**src/rtl/dac_i2c_pkg.sv**
```systemverilog
// Shared types and constants for the MCP4725 I2C streaming master.
package dac_i2c_pkg;

  typedef enum logic [3:0] {
    ST_IDLE,
    ST_START,
    ST_ADDR,
    ST_ACK0,
    ST_CMD,
    ST_ACK1,
    ST_DATA,
    ST_ACK2,
    ST_STOP
  } state_t;

  localparam int SLOT_QTICKS = 4;
  localparam int FRAME_SLOTS = 29;

  // MCP4725 fast-write first data byte: {C2:C1 = 00, PD1:PD0, D11:D8}
  localparam logic [1:0] FW_CMD_TYPE  = 2'b00;
  localparam int         FW_CODE_HI_W = 4;

  function automatic logic [7:0] fw_cmd_byte(input logic [1:0] pd,
                                             input logic [FW_CODE_HI_W-1:0] code_hi);
    return {FW_CMD_TYPE, pd, code_hi};
  endfunction

endpackage

```
**src/rtl/dac_i2c_streamer_if.sv**
```systemverilog
// Control and pin bundle between the sample source / board pins and the streamer.
interface dac_i2c_streamer_if #(
  parameter int SAMPLE_W = 32
);
  logic                enable;
  logic [SAMPLE_W-1:0] sample;
  logic                clear_err;
  logic                sda_in;
  logic                scl_oe;
  logic                sda_oe;
  logic                busy;
  logic                frame_done;
  logic                nack_error;

  modport master (
    input  enable, sample, clear_err, sda_in,
    output scl_oe, sda_oe, busy, frame_done, nack_error
  );

  modport slave (
    output enable, sample, clear_err, sda_in,
    input  scl_oe, sda_oe, busy, frame_done, nack_error
  );
endinterface

```
**src/rtl/dac_i2c_streamer_qtick_gen.sv**
```systemverilog
// SCL quarter-phase timebase: free-running CLK_DIV divider plus a quarter index
// that only advances while a frame is running (held at 0 while idle).
module i2c_qtick_gen #(
  parameter int CLK_DIV = 25
) (
  input  logic       clk,
  input  logic       reset,
  input  logic       i_run,
  output logic       o_qtick,
  output logic [1:0] o_quarter
);
  localparam int                CNT_W   = (CLK_DIV > 1) ? $clog2(CLK_DIV) : 1;
  localparam logic [CNT_W-1:0]  CNT_MAX = CNT_W'(CLK_DIV - 1);

  logic [CNT_W-1:0] r_cnt;
  logic [1:0]       r_quarter;

  assign o_qtick   = (r_cnt == CNT_MAX);
  assign o_quarter = r_quarter;

  // Divider counts 0..CLK_DIV-1 and wraps; qtick marks the wrap cycle.
  always_ff @(posedge clk) begin
    if (reset)        r_cnt <= '0;
    else if (o_qtick) r_cnt <= '0;
    else              r_cnt <= r_cnt + 1'b1;
  end

  // Quarter index within the current bit slot.
  always_ff @(posedge clk) begin
    if (reset || !i_run) r_quarter <= 2'd0;
    else if (o_qtick)    r_quarter <= r_quarter + 2'd1;
  end
endmodule

```
**src/rtl/dac_i2c_streamer.sv**
```systemverilog
// Streams one latched sample per frame to an MCP4725-class DAC as an I2C
// fast-mode write (START, addr+W, cmd/code-high, code-low, STOP).
// The IDLE qtick that latches a frame doubles as q0 of the START slot, so
// back-to-back frames repeat every 116 qticks.
module dac_i2c_streamer
  import dac_i2c_pkg::*;
#(
  parameter int         CLK_DIV   = 25,
  parameter logic [6:0] DEV_ADDR  = 7'h60,
  parameter int         SAMPLE_W  = 32,
  parameter int         DAC_W     = 12,
  parameter bit         SIGNED_IN = 1'b0,
  parameter logic [1:0] PD_BITS   = 2'b00
) (
  input logic                clk,
  input logic                reset,
  dac_i2c_streamer_if.master bus
);
  state_t             r_state, w_state_nxt;
  logic               w_qtick, w_last_q;
  logic [1:0]         w_quarter;
  logic [7:0]         r_shift;
  logic [2:0]         r_bit;
  logic [DAC_W-1:0]   r_code, w_code_in;
  logic               r_scl_oe, r_sda_oe, w_scl_oe_nxt, w_sda_oe_nxt;
  logic               r_frame_done, r_nack_error, r_nack_frame;
  logic               w_unused_lsbs;

  i2c_qtick_gen #(.CLK_DIV(CLK_DIV)) u_qtick (
    .clk       (clk),
    .reset     (reset),
    .i_run     ((r_state != ST_IDLE) || bus.enable),
    .o_qtick   (w_qtick),
    .o_quarter (w_quarter)
  );

  assign w_last_q      = (w_quarter == 2'd3);
  assign w_code_in     = bus.sample[SAMPLE_W-1 -: DAC_W] ^ {SIGNED_IN, {(DAC_W-1){1'b0}}};
  assign w_unused_lsbs = ^bus.sample[SAMPLE_W-DAC_W-1:0];

  assign bus.scl_oe     = r_scl_oe;
  assign bus.sda_oe     = r_sda_oe;
  assign bus.busy       = (r_state != ST_IDLE);
  assign bus.frame_done = r_frame_done;
  assign bus.nack_error = r_nack_error;

  // State register.
  always_ff @(posedge clk) begin
    if (reset) r_state <= ST_IDLE;
    else       r_state <= w_state_nxt;
  end

  // Slot sequencing; a NACK in any ACK slot diverts straight to STOP.
  always_comb begin
    w_state_nxt = r_state;
    if (w_qtick) begin
      case (r_state)
        ST_IDLE:  if (bus.enable) w_state_nxt = ST_START;
        ST_START: if (w_last_q) w_state_nxt = ST_ADDR;
        ST_ADDR:  if (w_last_q && r_bit == 3'd0) w_state_nxt = ST_ACK0;
        ST_ACK0:  if (w_last_q) w_state_nxt = bus.sda_in ? ST_STOP : ST_CMD;
        ST_CMD:   if (w_last_q && r_bit == 3'd0) w_state_nxt = ST_ACK1;
        ST_ACK1:  if (w_last_q) w_state_nxt = bus.sda_in ? ST_STOP : ST_DATA;
        ST_DATA:  if (w_last_q && r_bit == 3'd0) w_state_nxt = ST_ACK2;
        ST_ACK2:  if (w_last_q) w_state_nxt = ST_STOP;
        ST_STOP:  if (w_last_q) w_state_nxt = ST_IDLE;
        default:  w_state_nxt = ST_IDLE;
      endcase
    end
  end

  // Next pin drive per slot and quarter (1 = pull low).
  always_comb begin
    w_scl_oe_nxt = r_scl_oe;
    w_sda_oe_nxt = r_sda_oe;
    if (w_qtick) begin
      case (r_state)
        ST_IDLE: begin
          w_scl_oe_nxt = 1'b0;
          w_sda_oe_nxt = 1'b0;
        end
        ST_START: begin
          case (w_quarter)
            2'd2:    w_sda_oe_nxt = 1'b1;
            2'd3:    w_scl_oe_nxt = 1'b1;
            default: begin
              w_scl_oe_nxt = 1'b0;
              w_sda_oe_nxt = 1'b0;
            end
          endcase
        end
        ST_ADDR, ST_CMD, ST_DATA: begin
          case (w_quarter)
            2'd0: begin
              w_scl_oe_nxt = 1'b1;
              w_sda_oe_nxt = ~r_shift[7];
            end
            2'd2:    w_scl_oe_nxt = 1'b0;
            default: begin end
          endcase
        end
        ST_ACK0, ST_ACK1, ST_ACK2: begin
          case (w_quarter)
            2'd0: begin
              w_scl_oe_nxt = 1'b1;
              w_sda_oe_nxt = 1'b0;
            end
            2'd2:    w_scl_oe_nxt = 1'b0;
            default: begin end
          endcase
        end
        ST_STOP: begin
          case (w_quarter)
            2'd0: begin
              w_scl_oe_nxt = 1'b1;
              w_sda_oe_nxt = 1'b1;
            end
            2'd1:    w_scl_oe_nxt = 1'b0;
            2'd3:    w_sda_oe_nxt = 1'b0;
            default: begin end
          endcase
        end
        default: begin
          w_scl_oe_nxt = 1'b0;
          w_sda_oe_nxt = 1'b0;
        end
      endcase
    end
  end

  // Registered open-drain enables.
  always_ff @(posedge clk) begin
    if (reset) begin
      r_scl_oe <= 1'b0;
      r_sda_oe <= 1'b0;
    end else begin
      r_scl_oe <= w_scl_oe_nxt;
      r_sda_oe <= w_sda_oe_nxt;
    end
  end

  // Code latch, byte shifter, bit counter and status flags.
  always_ff @(posedge clk) begin
    if (reset) begin
      r_code       <= '0;
      r_shift      <= '0;
      r_bit        <= '0;
      r_frame_done <= 1'b0;
      r_nack_error <= 1'b0;
      r_nack_frame <= 1'b0;
    end else begin
      r_frame_done <= 1'b0;
      if (bus.clear_err) r_nack_error <= 1'b0;
      if (w_qtick) begin
        case (r_state)
          ST_IDLE: if (bus.enable) begin
            r_code       <= w_code_in;
            r_shift      <= {DEV_ADDR, 1'b0};
            r_bit        <= 3'd7;
            r_nack_frame <= 1'b0;
          end
          ST_ADDR, ST_CMD, ST_DATA: if (w_last_q) begin
            r_shift <= {r_shift[6:0], 1'b0};
            r_bit   <= r_bit - 3'd1;
          end
          ST_ACK0, ST_ACK1, ST_ACK2: if (w_last_q) begin
            if (bus.sda_in) begin
              r_nack_error <= 1'b1;
              r_nack_frame <= 1'b1;
            end else if (r_state == ST_ACK0) begin
              r_shift <= fw_cmd_byte(PD_BITS, r_code[DAC_W-1 -: FW_CODE_HI_W]);
            end else begin
              r_shift <= r_code[7:0];
            end
          end
          ST_STOP: if (w_last_q) r_frame_done <= ~r_nack_frame;
          default: begin end
        endcase
      end
    end
  end
endmodule

```
**src/flat_wrapper.sv**
```systemverilog
// flat-port wrapper written by rule: the top's interface ports become plain ports
module dac_i2c_streamer_flat import dac_i2c_pkg::*;
#(
  parameter int         CLK_DIV   = 25,
  parameter logic [6:0] DEV_ADDR  = 7'h60,
  parameter int         SAMPLE_W  = 32,
  parameter int         DAC_W     = 12,
  parameter bit         SIGNED_IN = 1'b0,
  parameter logic [1:0] PD_BITS   = 2'b00
)
  (clk, reset, bus_enable, bus_sample, bus_clear_err, bus_sda_in, bus_scl_oe, bus_sda_oe, bus_busy, bus_frame_done, bus_nack_error);
  dac_i2c_streamer_if #(.SAMPLE_W(SAMPLE_W)) bus_i ();
  input logic clk;
  input logic reset;
  input wire logic [$bits(bus_i.enable)-1:0] bus_enable;
  input wire logic [$bits(bus_i.sample)-1:0] bus_sample;
  input wire logic [$bits(bus_i.clear_err)-1:0] bus_clear_err;
  input wire logic [$bits(bus_i.sda_in)-1:0] bus_sda_in;
  output wire logic [$bits(bus_i.scl_oe)-1:0] bus_scl_oe;
  output wire logic [$bits(bus_i.sda_oe)-1:0] bus_sda_oe;
  output wire logic [$bits(bus_i.busy)-1:0] bus_busy;
  output wire logic [$bits(bus_i.frame_done)-1:0] bus_frame_done;
  output wire logic [$bits(bus_i.nack_error)-1:0] bus_nack_error;
  assign bus_i.enable = bus_enable;
  assign bus_i.sample = bus_sample;
  assign bus_i.clear_err = bus_clear_err;
  assign bus_i.sda_in = bus_sda_in;
  assign bus_scl_oe = bus_i.scl_oe;
  assign bus_sda_oe = bus_i.sda_oe;
  assign bus_busy = bus_i.busy;
  assign bus_frame_done = bus_i.frame_done;
  assign bus_nack_error = bus_i.nack_error;
  dac_i2c_streamer #(.CLK_DIV(CLK_DIV), .DEV_ADDR(DEV_ADDR), .SAMPLE_W(SAMPLE_W), .DAC_W(DAC_W), .SIGNED_IN(SIGNED_IN), .PD_BITS(PD_BITS)) u_core (.clk(clk), .reset(reset), .bus(bus_i));
endmodule
```
**config.mk**
```make
export PLATFORM = sky130hd
export DESIGN_NAME = dac_i2c_streamer_flat
export DESIGN_NICKNAME = d
export VERILOG_FILES = /design/src/rtl/dac_i2c_pkg.sv /design/src/rtl/dac_i2c_streamer_if.sv /design/src/rtl/dac_i2c_streamer_qtick_gen.sv /design/src/rtl/dac_i2c_streamer.sv /design/src/flat_wrapper.sv
export SDC_FILE = /design/constraint.sdc
export NUM_CORES = 1
export LEC_CHECK = 0
export CAP_MARGIN = 20
export CORE_UTILIZATION = 55
export CTS_CLUSTER_SIZE = 20
export DETAILED_ROUTE_END_ITERATION = 16
export GPL_ROUTABILITY_DRIVEN = 1
export GPL_TIMING_DRIVEN = 1
export PLACE_DENSITY = 0.85
export RECOVER_POWER = 25
export SLEW_MARGIN = 20
export SYNTH_ARGS = -nofsm -noshare
export SYNTH_HDL_FRONTEND = slang
export SYNTH_SLANG_ARGS = --single-unit
```
**constraint.sdc**
```tcl
create_clock -name clk -period 2.9 [get_ports clk]
set_input_delay 0.58 -clock clk [delete_from_list [all_inputs] [get_ports clk]]
set_output_delay 0.58 -clock clk [all_outputs]
set_load 0.01 [all_outputs]
```
==> results of run 1 <==
## kinds of logic (layout without fill, tap and decap cells)
| group | Yosys count | after routing |
|---|---|---|
| XOR/XNOR | 3 | 3 |
| adder cells (fa/ha/maj) | 9 | 9 |
| multiplexers | 16 | 16 |
| AND/OR/NAND/NOR | 76 | 76 |
| buffers and inverters | 36 | 50 |
| AO/OA/AOI/OAI | 63 | 63 |
| flip-flops | 39 | 39 |
## power groups by stage
stage / registers, mW / clock network [mW] / logic, mW
global placement: 0.555 / 0 / 0.0474
finish: 0.542 / 0.369 / 0.0477
floorplan: 0.554 / 0 / 0.0200
global route: 0.543 / 0.406 / 0.0520
CTS: 0.542 / 0.377 / 0.0482
detailed placement: 0.555 / 0 / 0.0480
## per-layer routing
metal | up-vias | GRT usage (%)
li1 | 898 | -
met5 | - | 0
met4 | 0 | 8.52
met3 | 8 | 6.70
met1 | 830 | 29.7
met2 | 53 | 37.6
## synthesized netlist by cell type (4+ instances only)
master	instances	share of area (%)
dfxtp_1	39	37
a21oi_1	13	3.1
nor3_1	11	2.6
inv_1	16	2.9
a311oi_1	6	2.5
a32o_1	4	1.9
nand2_1	14	2.5
nand2b_1	4	1.2
a22oi_1	4	1.4
nor2_1	23	4.1
clkbuf_1	16	2.9
o21ai_0	14	3.4
mux2i_1	15	7.2
ha_1	8	4.8
## sequential cells by signal, indices dropped and copies added, names as in the netlist
signal                    cells
u_core.r_code                12
u_core.r_shift                8
u_core.u_qtick.r_cnt          5
u_core.r_state                4
u_core.r_bit                  3
u_core.u_qtick.o_quarter      2
u_core.bus.frame_done         1
u_core.bus.nack_error         1
u_core.bus.scl_oe             1
u_core.bus.sda_oe             1
u_core.r_nack_frame           1
## layout by cell type, fill, tap and decap left out, types with 5 or more instances in the layout
cell             synthesis  routed
a311oi_1                 6       6
nor2_1                  23      23
nor3_1                  11      11
clkdlybuf4s50_1          0      17
dfxtp_1                 39      39
clkbuf_8                 0       6
o21ai_0                 14      14
mux2i_1                 15      15
inv_1                   16      16
ha_1                     8       8
buf_4                    0       5
nand2_1                 14      14
a21oi_1                 13      13
## worst min path at each step
stage / startpoint / to / slack (ns) / cells after the start
after CTS: u_core.r_nack_frame$_SDFFE_PP0P_ / u_core.bus.frame_done$_SDFF_PP0_ / 0.43 / 1
after global placement: u_core.r_nack_frame$_SDFFE_PP0P_ / u_core.bus.frame_done$_SDFF_PP0_ / 0.41 / 1
after floorplan: u_core.r_nack_frame$_SDFFE_PP0P_ / u_core.bus.frame_done$_SDFF_PP0_ / 0.40 / 1
after detailed placement: u_core.r_nack_frame$_SDFFE_PP0P_ / u_core.bus.frame_done$_SDFF_PP0_ / 0.42 / 1
after global routing: u_core.r_nack_frame$_SDFFE_PP0P_ / u_core.bus.frame_done$_SDFF_PP0_ / 0.45 / 1
final: u_core.r_nack_frame$_SDFFE_PP0P_ / u_core.bus.frame_done$_SDFF_PP0_ / 0.43 / 1
## worst max-delay path: cells and delay by family, from the launching register on
| kind | cells | cell delay, ns |
|---|---|---|
| buffers and inverters | 1 | 0.52 |
| and+or+nand+nor | 1 | 0.64 |
| DFF | 1 | 0.41 |
## area by class of cell
cell class	count	area, sq um	area share (%)
multi-input cells	167	1140	47.9
inverters	16	60.1	2.52
clock inverters	1	5.00	0.210
clock buffers	6	82.6	3.47
well taps	48	60.1	2.52
repair buffers	27	251	10.6
flip-flops and latches	39	781	32.8
==> impl_summary.log, run 1 <==
INFO  metric status = finished clean
INFO  metric grt_pass1_vias = 1615
INFO  metric worst_slew_pin_slew = 0.705 ns
INFO  metric first_iter_violations = 144
INFO  metric setup-violations-final = 0
INFO  metric slew_headroom = 53.0%
INFO  metric place_ws = 0.206 ns
INFO  metric drc_errors = 0
INFO  metric post_detailed_route_wirelength_per_cell = 14.5 um
INFO  metric rrSetupSlack = 0.49 ns
INFO  metric largest_family_of_logic_cells_by_synthesized_area = compound AO/OA/AOI/OAI gates
INFO  metric max_freq = 410 MHz
INFO  metric clk_path_buf_depth = 2
INFO  metric ys.warnings.count = 0
INFO  metric worst-endpoint-arrival = 1.86 ns
INFO  metric floorplan.rows = 22
INFO  metric critPathMaxStageDelay = 0.64 ns
INFO  metric cts_repair_resize_count = 0
INFO  metric r2r_cells = 5
INFO  metric routed.top_layer = met4
INFO  metric critical_path.cell_chain = or4_1 -> clkdlybuf4s50_1
INFO  metric rr_startpoint = u_core.r_state[2]$_SDFFE_PP0P_
INFO  metric postLayoutCoreUtil = 65.0%
INFO  metric hold_path.class = flip-flop to flip-flop
INFO  metric detailedRoute.firstPassIterationCount = 6
INFO  metric muxShareOfSynthArea = 7.73%
INFO  metric syn-cell-area = 2090 sq um
INFO  metric wl_met3 = 191 um
INFO  metric vias = 1789
INFO  metric post_route_cells_drive_above_1_share = 7.81%
INFO  metric grt_antenna_before_repair = 0
INFO  metric cts_inserted_buffers = 5
INFO  metric clock_power_share = 38.5%
INFO  metric post_synth_and_or_nand_nor_area_fraction = 18.3%
INFO  metric synthesized_area_fraction_occupied_by_xor_and_xnor_cells = 1.26%
INFO  metric synth_seq_cells = 39
INFO  metric vdd_drop_max = 270 uV
INFO  metric fin_cells = 304
INFO  metric global_route_wire_length_before_repair = 7330 um
INFO  metric synth-seq-area-share = 37.4%
INFO  metric clk_transition_reported_paths = 0.08 ns
INFO  metric core_region_area = 3660 sq um
INFO  metric cts_tree = done
INFO  metric design.die.area = 4050 sq um
INFO  metric fin_ws = 0.461 ns
INFO  metric crit_type = flip-flop to output port
INFO  metric cts_hold_buffers = 0
INFO  metric worstSetupEndpointType = output port
INFO  metric maximum_number_of_pins_on_one_net_before_global_route_repair = 38
INFO  metric sw_frac_of_total = 21.5%
INFO  metric design.final.nets = 301
INFO  metric start_kind = flip-flop
INFO  metric grtUsageTotal = 23.5%
INFO  metric cell_internal_power = 0.753 mW
INFO  metric adder_cell_fraction_of_synth_area = 5.27%
INFO  metric grt_overflow_total = 0
INFO  metric required_time_of_the_worst_setup_path = 2.32 ns
INFO  metric drt-total-wl = 4400 um
INFO  metric startpoint = u_core.r_state[3]$_SDFFE_PP0P_
INFO  metric synth_enable_flop_cells = 0
INFO  metric hold-worst-slack = 0.429 ns
INFO  metric insertedDiodeCount = 0
INFO  metric initial_utilization = 57.0%
INFO  metric chipHeight = 63.6 um
INFO  metric gp_congestion = 0.816
INFO  metric syn-num-nets = 287
INFO  metric die_x = 63.6 um
INFO  metric cts_max_level = 2
INFO  metric post-cts-setup-buffer-count = 0
INFO  metric clock_latency_on_the_worst_skew_pair = 0.29 ns
INFO  metric synth_compound_area_share = 22.0%
INFO  metric port_buffers = 21
INFO  metric place_inst = 297
INFO  metric layout.cell_area.non_filler = 2380 sq um
INFO  metric final.setup.tns = 0 ns
INFO  metric power.combinational.fraction = 5.0%
INFO  metric p_switching = 0.206 mW
INFO  metric path_max_fanout = 9
INFO  metric met2_wirelength = 2000 um
INFO  metric number_of_inserted_filler_cells_in_the_final_layout = 340
INFO  metric via_density_per_instance = 5.88
INFO  metric sequentialPowerShare = 56.5%
INFO  metric placed_area = 2300 sq um
INFO  metric post-dp-hpwl = 2980 um
INFO  metric top_level_ports = 42
INFO  metric finalWorstPathRequiredPeriod = 2.44 ns
INFO  metric endpoint = bus_busy
INFO  metric critical_path.reg2reg.endpoint = u_core.r_state[0]$_SDFFE_PP0P_
INFO  metric syn-instance-count = 242
INFO  metric post_synth_top_flop = dfxtp_1
INFO  metric cts_num_sinks = 39
INFO  metric leakage = 0.914 nW
INFO  metric timing.final.hold_violations = 0
INFO  metric async_flop_share = 0%
INFO  metric syn2layout_area_growth = 14.0%
INFO  metric final_min_period_over_clock_period = 84.1%
INFO  metric m1WireLength = 2130 um
INFO  metric crit_path_top_delay_cell = or4_1
INFO  metric power_density = 403 nW/um^2
INFO  metric synth.avg_cell_area = 8.63 sq um
INFO  metric finalClockSkew = 0.00852 ns
INFO  metric clockRootBuffer = clkbuf_8
INFO  metric cap_viol_max_count = 0
INFO  metric final_total_power = 0.959 mW
INFO  metric antenna_violating_nets_post_route = 0
INFO  metric rsz0062_at_grt = no
INFO  metric final_max_slew_viol_count = 0
INFO  metric number_of_unique_standard_cell_types_used_by_synthesis = 53
(Power assumes the default switching activity.)
==> inputs of run 2 (changes only) <==
Settings changed: CORE_UTILIZATION 55 to 46, PLACE_DENSITY 0.85 to 0.75.
Clock period 2.9 ns to 2 ns, I/O delays scaled along.
==> impl_summary.log, run 2 (synthesis gave the netlist of run 1 again) <==
INFO  metric status = finished, violations left (was finished clean)
INFO  metric violations_in_the_final_reports = design-rule violations
INFO  metric hold-worst-slack = 0.416 ns (was 0.429 ns)
INFO  metric crit_type = flip-flop to output port (unchanged)
INFO  metric grt_antenna_before_repair = 0 (unchanged)
INFO  metric slew_headroom = 72.1% (was 53.0%)
INFO  metric floorplan.rows = 24 (was 22)
INFO  metric drc_errors = 1 (was 0)
INFO  metric top_library_cells_by_usage_in_the_layout_fill_and_taps_aside = dfxtp_1 (39), nor2_1 (23), buf_4 (23), clkdlybuf4s50_1 (18), inv_1 (16) (was dfxtp_1 (39), nor2_1 (23), clkdlybuf4s50_1 (17), inv_1 (16), mux2i_1 (15))
INFO  metric fin_cells = 328 (was 304)
INFO  metric core_region_area = 4350 sq um (was 3660 sq um)
INFO  metric global_route_wire_length_before_repair = 7970 um (was 7330 um)
INFO  metric power_density = 562 nW/um^2 (was 403 nW/um^2)
INFO  metric final.setup.tns = 0 ns (unchanged)
INFO  metric port_buffers = 21 (unchanged)
INFO  metric worstSetupEndpointType = output port (unchanged)
INFO  metric sequentialPowerShare = 54.8% (was 56.5%)
INFO  metric max_freq = 522 MHz
INFO  metric finalWorstPathRequiredPeriod = 1.92 ns
INFO  metric cts_max_level = 2 (unchanged)
INFO  metric cell_internal_power = 1.11 mW (was 0.753 mW)
INFO  metric clock_latency_on_the_worst_skew_pair = 0.30 ns (was 0.29 ns)
INFO  metric grt_overflow_total = 0 (unchanged)
INFO  metric cap_viol_max_count = 0 (unchanged)
INFO  metric grt_util_met1 = 27.7% (was 29.7%)
INFO  metric insertedDiodeCount = 0 (unchanged)
INFO  metric initial_utilization = 48.0% (was 57.0%)
INFO  metric setup-violations-final = 0 (unchanged)
INFO  metric cts_repair_resize_count = 1 (was 0)
INFO  metric place_inst = 320 (was 297)
INFO  metric layout_top_registers = u_core.r_code: 12 flops, u_core.r_shift: 8 flops, u_core.u_qtick.r_cnt: 5 flops (unchanged)
INFO  metric gp_congestion = 0.904 (was 0.816)
INFO  metric final_max_slew_viol_count = 0 (unchanged)
INFO  metric maximum_number_of_pins_on_one_net_before_global_route_repair = 19 (was 38)
INFO  metric fin_ws = 0.0828 ns (was 0.461 ns)
INFO  metric vdd_drop_max = 422 uV (was 270 uV)
INFO  metric grt-busiest-layer = met2 (unchanged)
INFO  metric post_route_cells_drive_above_1_share = 14.9% (was 7.81%)
INFO  metric finalClockSkew = 0.00933 ns (was 0.00852 ns)
INFO  metric design.die.area = 4810 sq um (was 4050 sq um)
INFO  metric p_switching = 0.327 mW (was 0.206 mW)
INFO  metric sw_frac_of_total = 22.8% (was 21.5%)
INFO  metric clk_transition_reported_paths = 0.08 ns (about the same)
INFO  metric postLayoutCoreUtil = 58.6% (was 65.0%)
INFO  metric first_iter_violations = 171 (was 144)
INFO  metric placed_area = 2460 sq um (was 2300 sq um)
INFO  metric required_time_of_the_worst_setup_path = 1.60 ns (was 2.32 ns)
INFO  metric grt_pass1_vias = 1739 (was 1615)
INFO  metric post_detailed_route_wirelength_per_cell = 14.0 um (was 14.5 um)
INFO  metric timing.final.hold_violations = 0 (unchanged)
INFO  metric cts_tree = done (unchanged)
INFO  metric syn2layout_area_growth = 22.3% (was 14.0%)
INFO  metric worst-endpoint-arrival = 1.52 ns (was 1.86 ns)
INFO  metric cts_num_sinks = 39 (unchanged)
INFO  metric via_density_per_instance = 5.66 (was 5.88)
INFO  metric largest_register_ffs = 12 (unchanged)
INFO  metric top_level_ports = 42 (unchanged)
INFO  metric max_flop_register = u_core.r_code (unchanged)
INFO  metric worst_slew_pin_slew = 0.413 ns (was 0.705 ns)
INFO  metric start_kind = flip-flop (unchanged)
INFO  metric clockRootBuffer = clkbuf_8 (unchanged)
INFO  metric place_ws = -0.175 ns (was 0.206 ns)
INFO  metric layout.cell_area.non_filler = 2550 sq um (was 2380 sq um)
INFO  metric final_min_period_over_clock_period = 95.9%
INFO  metric final_total_power = 1.43 mW (was 0.959 mW)
INFO  metric power.combinational.fraction = 5.2% (was 5.0%)
INFO  metric vias = 1858 (was 1789)
INFO  metric layout.cells.most_common = dfxtp_1 (unchanged)
INFO  metric grtUsageTotal = 20.7% (was 23.5%)
INFO  metric cts_hold_buffers = 0 (unchanged)
INFO  metric design.final.nets = 320 (was 301)
INFO  metric antenna_violating_nets_post_route = 0 (unchanged)
INFO  metric path_max_fanout = 5 (was 9)
INFO  metric clk_path_buf_depth = 2 (unchanged)
INFO  metric clock_power_share = 40.0% (was 38.5%)
INFO  metric grt_util_met3 = 6.69% (was 6.70%)
INFO  metric grtUsageMet2 = 31.7% (was 37.6%)
INFO  metric post-dp-hpwl = 3310 um (was 2980 um)
INFO  metric hold_path.class = flip-flop to flip-flop (unchanged)
INFO  metric die_x = 69.4 um (was 63.6 um)
INFO  metric rrSetupSlack = 0.15 ns (was 0.49 ns)
INFO  metric detailedRoute.firstPassIterationCount = 10 (was 6)
INFO  metric chipHeight = 69.4 um (was 63.6 um)
INFO  metric cts_inserted_buffers = 5 (unchanged)
INFO  metric leakage = 1.02 nW (was 0.914 nW)
INFO  metric post-cts-setup-buffer-count = 0 (unchanged)
INFO  metric drt-total-wl = 4610 um (was 4400 um)
run 2: changes by cell type in the layout (fill, tap and decap cells not counted), sizes merged:
cell / delta
buf: +19
dlygate4sd3: -2
clkdlybuf4s50: +1
clkinvlp: +1
dlygate4sd2: +1
run 2: power by group through the flow:
stage	Clock (mW)	Sequential (mW)	Combinational [mW]
after CTS	0.593	0.786	0.0748
after global placement	0	0.804	0.0734
after detailed placement	0	0.805	0.0745
after global routing	0.633	0.788	0.0828
final	0.574	0.786	0.0743
after floorplan	0	0.803	0.0290
run 2: critical path: stages (launching register included):
cell           delay (ns)
dfxtp_1              0.35
or4_4                0.56
dlygate4sd2_1        0.31
run 2: final timing paths:
check	startpoint	end	depth (start not counted)
hold / removal	u_core.r_nack_frame$_SDFFE_PP0P_	u_core.bus.frame_done$_SDFF_PP0_	1
setup reg to reg	u_core.r_state[1]$_SDFFE_PP0P_	u_core.r_bit[1]$_SDFFE_PP0P_	6
hold reg to reg	u_core.r_nack_frame$_SDFFE_PP0P_	u_core.bus.frame_done$_SDFF_PP0_	1
setup / recovery	u_core.r_state[0]$_SDFFE_PP0P_	bus_busy	2
run 2: layout make-up:
class	instances	area [sq um]
inverters	16	60.1
clock buffers	6	82.6
flip-flops and latches	39	781
well taps	52	65.1
multi-input cells	167	1140
fillers	389	1800
repair buffers	46	405
clock inverters	2	16.3
run 2: routing by layer:
layer | wire length (um) | up-vias
met1 | 2090 | 852
met4 | 79 | 0
met5 | 0 | -
met3 | 315 | 9
met2 | 2120 | 61
li1 | - | 936
